## config.mk

```make
export PLATFORM = sky130hd
export DESIGN_NAME = piso_serializer_flat
export DESIGN_NICKNAME = d
export VERILOG_FILES = /design/src/rtl/piso_serializer_if.sv /design/src/rtl/piso_serializer.sv /design/src/flat_wrapper.sv
export SDC_FILE = /design/constraint.sdc
export NUM_CORES = 1
export LEC_CHECK = 0
export CAP_MARGIN = 20
export CORE_AREA = 2 2 39 41
export CTS_CLUSTER_DIAMETER = 80
export CTS_CLUSTER_SIZE = 30
export DETAILED_ROUTE_END_ITERATION = 6
export DIE_AREA = 0 0 41 43
export PLACE_DENSITY = 0.54
export SLEW_MARGIN = 20
export SYNTH_ARGS = -nofsm -noshare
export SYNTH_HDL_FRONTEND = slang
export SYNTH_SLANG_ARGS = --single-unit
export TNS_END_PERCENT = 50
```

## constraint.sdc

```tcl
create_clock -name clk -period 1.32 [get_ports clk]
set_clock_uncertainty 0.15 [all_clocks]
set_input_delay 0.132 -clock clk [delete_from_list [all_inputs] [get_ports clk]]
set_output_delay 0.132 -clock clk [all_outputs]
set_load 0.02 [all_outputs]
```

## src/rtl/piso_serializer_if.sv

```systemverilog
// Handshake and serial-link bundle for piso_serializer.
// master = word source / link pacer, slave = the serializer itself.
`timescale 1ns/1ps
interface piso_serializer_if #(
    parameter int WIDTH = 4
);
    logic [WIDTH-1:0] din;
    logic             load_valid;
    logic             load_ready;
    logic             shift_en;
    logic             sout;
    logic             sout_valid;
    logic             frame_start;
    logic             frame_done;
    logic             busy;

    modport master (
        output din, load_valid, shift_en,
        input  load_ready, sout, sout_valid, frame_start, frame_done, busy
    );

    modport slave (
        input  din, load_valid, shift_en,
        output load_ready, sout, sout_valid, frame_start, frame_done, busy
    );
endinterface

```

## src/rtl/piso_serializer.sv

```systemverilog
// Parallel-in/serial-out serializer: accepts a WIDTH-bit word on a valid/ready
// handshake and emits it one bit per shift_en, frames optionally back-to-back.
`timescale 1ns/1ps
module piso_serializer #(
    parameter int WIDTH     = 4,
    parameter bit MSB_FIRST = 1'b1
) (
    input  logic               clk,
    input  logic               rst_n,
    piso_serializer_if.slave   bus
);
    localparam int             CW   = (WIDTH > 1) ? $clog2(WIDTH) : 1;
    localparam logic [CW-1:0]  LAST = CW'(WIDTH - 1);

    typedef enum logic {IDLE, SHIFT} state_t;

    state_t           state_reg, state_next;
    logic [WIDTH-1:0] sreg_reg, sreg_next, sreg_adv;
    logic [CW-1:0]    cnt_reg, cnt_next;
    logic             last_bit, accept, busy;

    // One-position advance toward the output end with zero fill.
    for (genvar gi = 0; gi < WIDTH; gi++) begin : g_adv
        if (MSB_FIRST) begin : g_msb
            if (gi == 0) begin : g_fill
                assign sreg_adv[gi] = 1'b0;
            end else begin : g_move
                assign sreg_adv[gi] = sreg_reg[gi-1];
            end
        end else begin : g_lsb
            if (gi == WIDTH - 1) begin : g_fill
                assign sreg_adv[gi] = 1'b0;
            end else begin : g_move
                assign sreg_adv[gi] = sreg_reg[gi+1];
            end
        end
    end

    assign busy     = (state_reg == SHIFT);
    assign last_bit = (cnt_reg == LAST);
    // The only combinational path through the block: shift_en -> load_ready.
    assign bus.load_ready = !busy || (last_bit && bus.shift_en);
    assign accept         = bus.load_valid && bus.load_ready;

    always_comb begin
        state_next = state_reg;
        sreg_next  = sreg_reg;
        cnt_next   = cnt_reg;
        unique case (state_reg)
            IDLE: begin
                if (accept) begin
                    state_next = SHIFT;
                    sreg_next  = bus.din;
                    cnt_next   = '0;
                end
            end
            SHIFT: begin
                if (bus.shift_en) begin
                    if (!last_bit) begin
                        cnt_next  = cnt_reg + CW'(1);
                        sreg_next = sreg_adv;
                    end else if (accept) begin
                        sreg_next = bus.din;
                        cnt_next  = '0;
                    end else begin
                        // Clearing sreg drives sout low once the frame ends.
                        state_next = IDLE;
                        sreg_next  = '0;
                        cnt_next   = '0;
                    end
                end
            end
            default: state_next = IDLE;
        endcase
    end

    always_ff @(posedge clk or negedge rst_n) begin
        if (!rst_n) begin
            state_reg <= IDLE;
            sreg_reg  <= '0;
            cnt_reg   <= '0;
        end else begin
            state_reg <= state_next;
            sreg_reg  <= sreg_next;
            cnt_reg   <= cnt_next;
        end
    end

    // sout is the output-end flop of the shift register itself.
    assign bus.sout        = MSB_FIRST ? sreg_reg[WIDTH-1] : sreg_reg[0];
    assign bus.busy        = busy;
    assign bus.sout_valid  = busy;
    assign bus.frame_start = busy && (cnt_reg == '0);
    assign bus.frame_done  = busy && last_bit;
endmodule
```

## src/flat_wrapper.sv

```systemverilog
// flat-port wrapper written by rule: the top's interface ports become plain ports
module piso_serializer_flat 
#(
    parameter int WIDTH     = 4,
    parameter bit MSB_FIRST = 1'b1
)
  (clk, rst_n, bus_din, bus_load_valid, bus_shift_en, bus_load_ready, bus_sout, bus_sout_valid, bus_frame_start, bus_frame_done, bus_busy);
  piso_serializer_if #(.WIDTH(WIDTH)) bus_i ();
  input  logic clk;
  input  logic rst_n;
  input wire logic [$bits(bus_i.din)-1:0] bus_din;
  input wire logic [$bits(bus_i.load_valid)-1:0] bus_load_valid;
  input wire logic [$bits(bus_i.shift_en)-1:0] bus_shift_en;
  output wire logic [$bits(bus_i.load_ready)-1:0] bus_load_ready;
  output wire logic [$bits(bus_i.sout)-1:0] bus_sout;
  output wire logic [$bits(bus_i.sout_valid)-1:0] bus_sout_valid;
  output wire logic [$bits(bus_i.frame_start)-1:0] bus_frame_start;
  output wire logic [$bits(bus_i.frame_done)-1:0] bus_frame_done;
  output wire logic [$bits(bus_i.busy)-1:0] bus_busy;
  assign bus_i.din = bus_din;
  assign bus_i.load_valid = bus_load_valid;
  assign bus_i.shift_en = bus_shift_en;
  assign bus_load_ready = bus_i.load_ready;
  assign bus_sout = bus_i.sout;
  assign bus_sout_valid = bus_i.sout_valid;
  assign bus_frame_start = bus_i.frame_start;
  assign bus_frame_done = bus_i.frame_done;
  assign bus_busy = bus_i.busy;
  piso_serializer #(.WIDTH(WIDTH), .MSB_FIRST(MSB_FIRST)) u_core (.clk(clk), .rst_n(rst_n), .bus(bus_i));
endmodule
```

* Word-level counts from Yosys, hierarchy flattened
Cells that the tools add are included.
Operators by class: reductions and logical operators 8, bitwise gates (word level) 1, equal/unequal tests 3, add/subtract/negate cells 1, mux-type cells 13
Operator list (number):
- two-way mux 4 bit | 4
- case mux 4 bit (2 select lines) | 1
- two-way mux 2 bit | 3
- logical AND 1 bit | 4
- case mux 2 bit (2 select lines) | 1
- two-way mux 1 bit | 3
- adder 2 x 1 -> 2 bit, second input constant | 1
- == test 2 bit, second input constant | 1
- zero test 2 bit | 1
- inequality test 2 x 1 -> 1 bit, second input constant | 1
- inequality test 2 bit, second input constant | 1
- case mux 1 bit (2 select lines) | 1
- AND reduction 2 bit | 1
- zero test 1 bit | 1
- logical OR 1 bit | 1
- NOT 1 bit | 1
Storage, ports and cells: register bits 7, output and inout bits 6, logic and storage cells 29

* Logic depth before layout (Yosys ltp)
depth in word-level cells 8, mapped depth 4, gate-level depth less buffers 4

* Worst setup path after synthesis
OpenSTA, ideal clock, no wires.
kind flip-flop to flip-flop, from reg u_core.cnt_reg[0], to reg u_core.sreg_reg[1], required time 1.044 ns, stages on the path, launching flop included 5, period minus slack after synthesis 1.435 ns, arrival time 1.159 ns, path slack -0.115 ns, path through dfrtp_1 > ha_1 > a21boi_2 > nor2b_2 > a221o_1
Between the ends: longest elaborated chain between the ends 8
RTL lines:
- start, declared | RTL line piso_serializer.sv:19 | logic [CW-1:0] cnt_reg, cnt_next;
- start signal, assigned | RTL line piso_serializer.sv:85 | cnt_reg <= cnt_next;
- == test 2 bit * | RTL line piso_serializer.sv:40 | assign last_bit = (cnt_reg == LAST);
- logical AND 1 bit | RTL line piso_serializer.sv:42 | assign bus.load_ready = !busy || (last_bit && bus.shift_en);
- logical OR 1 bit | RTL line piso_serializer.sv:42
- logical AND 1 bit | RTL line piso_serializer.sv:43 | assign accept = bus.load_valid && bus.load_ready;
- two-way mux 4 bit | RTL line piso_serializer.sv:62 | end else if (accept) begin
- two-way mux 4 bit | RTL line piso_serializer.sv:59 | if (!last_bit) begin
- two-way mux 4 bit | RTL line piso_serializer.sv:58 | if (bus.shift_en) begin
- case mux 4 bit (2 select lines) | RTL line piso_serializer.sv:49 | unique case (state_reg)
- end signal, assigned | RTL line piso_serializer.sv:84 | sreg_reg <= sreg_next;
- end, declared | RTL line piso_serializer.sv:18 | logic [WIDTH-1:0] sreg_reg, sreg_next, sreg_adv;
Mark *: on every way between the ends. The rest lies on a longest branch, timed or not. The select of a mux whose other input is x is not followed. A chain may end at the register's enable or synchronous reset.

* Worst setup path in the final report
Same ends and word-level chain as after synthesis.

==> reports/summary.md <==
At the end of the flow the core is filled with cells to 45.6%. Die boundary width: 41 um. The worst setup path is captured at a register. The most common cell after layout, fill and taps aside is buf_4. The run gives 0 as the final count of pins violating max slew. The count of buffering cells on the critical path with inverters included came out at 1.

After layout, the minimum clock period comes to 1.47 ns. The DRC marker count from the first detailed-route iteration is 4. The run gives 3 as the number of buffers added by the clock tree synthesis step.

Using the TritonRoute via totals, the vias-per-cell ratio works out to 4.74. The congestion estimate from routability-driven global placement came to 0.748. The total length of routed wires is 858 um, and the floorplan die area is 0.00176 mm^2.

The portion of synthesized cell area occupied by the leading cell type came out at 46.4%. The cell count after synthesis came out at 30. For the total inserted antenna cells, the log shows 0. The checks that failed: negative setup slack. After the last flow step, the layout net total stands at 65. For the total of endpoints with negative setup slack in the final report, the log shows 7. The initial antenna violation count came out at 0. In this run the worst path has a maximum fanout of 4. Overall die height: 43 um. In the routed design, unresolved DRC markers number 0.

After global routing the overflow that remains totals 0. On the critical path the largest part of the delay comes from flip-flops. The number of global-route vias before repair is 333.

Leaving out filler cells and counting taps, the final layout contains 70. The setup check on the worst reg-to-reg path leaves a slack of -0.15 ns. The global-route total usage across every layer is 13.1%, and the largest net degree at the start of global routing is 8. The routed layout has 332 vias. The number of different library cells used by synthesis comes to 16. The worst register-to-register path begins at u_core.cnt_reg[0]. Of the total power, the share spent switching nets is 33.8%. Sequential fraction of the synthesis area: 46.4%.

Origin of the worst setup path: u_core.cnt_reg[0]. The synthesized cell area is 378 um^2, and the number of optimization iterations in the first detailed-route pass is 4. Counting cells, the worst reg-to-reg path comes to 5. The share of post-route cells with drive strength above 1 works out to 50.0%. Path type of the worst min-delay path: in -> async. TritonCTS built the clock tree. The number of buffers on the longest clock path was 2; the clock-pin transition on the worst setup and hold timing paths was 0.05 ns. The insertion delay of the later-clocked pin in the worst-skew pair is 0.25 ns. The tools report the cell chosen for the clock root as clkbuf_4. For the power share of the sequential group, the log shows 29.5%. Power spread over the standard cell area amounts to 1900 mW/mm^2.

The peak ir drop on the vdd network came out at 0.000649 V. The actual slew at the worst max-slew pin was 0.340 ns; the largest stage delay on the critical path was 0.42 ns. The internal portion of the total power is 0.000793 W.

After legalization and detailed placement, the total HPWL measured 659 um. Ranked by total cell area, the synthesized netlist is headed by dfrtp_1, a221o_1, ha_1. The tools report the post-synthesis net count as 40. Setup repair after global routing could not meet its margin everywhere. The count of state elements after synthesis was 7. The logs give 0.000324 ns for the post-route worst hold slack and 0.682 GHz for the maximum operating frequency. The number of placement rows is 14.

The region available for standard cell placement spans 0.00138 mm^2. The data arrival time of the critical path was 1.45 ns. The total count of hold-check failures in the final report was 0.

For the count of placed standard cells including taps, the log shows 63. The run gives 0.302 nW as the cell leakage power. Data on the critical path is required at its endpoint by 1.30 ns. Summed over all instances, the cell type with the most area after synthesis is dfrtp_1. Global routing used 18.8% of the available met2 tracks. Max-cap violations in this run came to 0.

The flow ran to the end, but the final reports show violations. For this run, the number of Yosys warnings is 0. The global routing usage on met3 is 3.14%. The worst setup path is launched from a register. The number of I/O pins was 14; the residual antenna-violating net count after detailed routing was 0. The library cells used most frequently in the layout, excluding fill and tap cells, are buf_4, clkdlybuf4s50_1, dfrtp_1. Buffers placed on the I/O ports in this run total 13.

The part of the total power dissipated in combinational logic was 54.2%; the average wire length per cell after detail routing was 12.3 um. met2 is the most crowded layer. The critical-path cell with the highest stage delay is dfrtp_1. Area added between synthesis and finish: 66.9%. The first global-routing pass estimated 1490 um of wire. The flip-flop count of the largest register, all copies and words added came out at 4. The tools report the met1 demand-to-capacity share in global routing as 16.9%.

Average size of a mapped cell: 12.6 um^2. The signal on the critical path passes through ha_4, a21boi_4, buf_4, nor2b_2, a221o_1. The initial utilization of the core area, before any placement, comes to 27.3%. The share of total power dissipated in the clock network is 16.3%. The worst register-to-register path ends at u_core.sreg_reg[1].

The run gives 0.000404 W as the switching component of the power. The number of levels the H-tree was split into is 1. The clock net in this run drives a total of 7 sinks. The layout has 136 filler cells.

The classification of the worst setup path is reg -> reg. The run gives -0.147 ns as the setup slack after layout. The worst-case headroom to the max-slew limit was 77.3%.

Of the available clock period, the critical path in the final layout requires 111%.
==> metrics by stage <==
stage	setup WS, ns	setup TNS, ns	cell area [um^2]	power [W]
finish	-0.147	-0.837	631	0.00120
CTS	-0.151	-0.853	616	0.00117
global route	-0.214	-1.22	631	0.00128
floorplan	-0.0396	-0.119	398	0.000668
global placement	-0.326	-2.02	574	0.000899
detailed placement	-0.362	-2.23	574	0.000923
==> power by group through the flow <==
stage	Clock, W	Combinational, W	Sequential, W
after floorplan	0	0.000316	0.000352
after global placement	0	0.000555	0.000344
after detailed placement	0	0.000572	0.000351
after CTS	0.000199	0.000620	0.000353
after global routing	0.000213	0.000710	0.000362
final	0.000195	0.000649	0.000353
==> area by class of cell <==
type	instances	area, um^2	share of cell area, %
Multi-Input combinational cell	18	206	32.7
Timing Repair Buffer	22	190	30.2
Sequential cell	7	176	28.0
Clock buffer	4	26.3	4.17
Tap cell	16	20.0	3.17
Inverter	3	11.3	1.79
==> logic make-up (layout without fill, tap and decap cells) <==
| family | Yosys count | in the layout | synth area share, % |
|---|---|---|---|
| simple gates | 8 | 8 | 16.6 |
| mux | 1 | 1 | 3.64 |
| fa+ha+maj | 2 | 2 | 6.62 |
| buf+inv | 5 | 29 | 7.95 |
| compound gates | 7 | 7 | 18.9 |
| flops | 7 | 7 | 46.4 |
==> worst register-to-register path, stage by stage (launching register included) <==
cell and delay [ns]:
dfrtp_1 0.42, ha_4 0.19, a21boi_4 0.12, buf_4 0.12
nor2b_2 0.05, a221o_1 0.29
==> how the worst max path moves through the flow <==
stage	endpoint	slack, ns	cells past startpoint
2_1_floorplan	u_core.sreg_reg[1]	-0.04	4
3_3_place_gp	bus_load_ready	-0.33	4
3_5_place_dp	bus_load_ready	-0.36	4
4_1_cts	u_core.sreg_reg[2]	-0.15	5
5_1_grt	u_core.sreg_reg[3]	-0.21	5
6_report	u_core.sreg_reg[1]	-0.15	5
==> layer usage <==
metal  routed length (um)  vias to the layer above
li1                     -                      161
met1                  357                      162
met2                  446                        9
met3                   54                        0
met4                    0                        0
met5                    0                        -
==> synthesized netlist by cell type, drive strengths merged <==
| master | count |
|---|---|
| mux2i | 1 |
| a22o | 1 |
| dfrtp | 7 |
| nor2b | 1 |
| ha | 2 |
| or2 | 1 |
| a32o | 2 |
| nor2 | 1 |
| a221o | 3 |
| and4b | 3 |
| and2 | 2 |
| inv | 3 |
| buf | 2 |
| a21boi | 1 |
==> timing repair <==
action                     CTS  global route
setup endpoints to repair   11             8
pin swaps                    3             1
gates resized for setup     30             0
hold buffers                 0             0
cloned                       0             0
buffers inserted             1             2
Note: power is estimated with default switching activity, not from simulation.
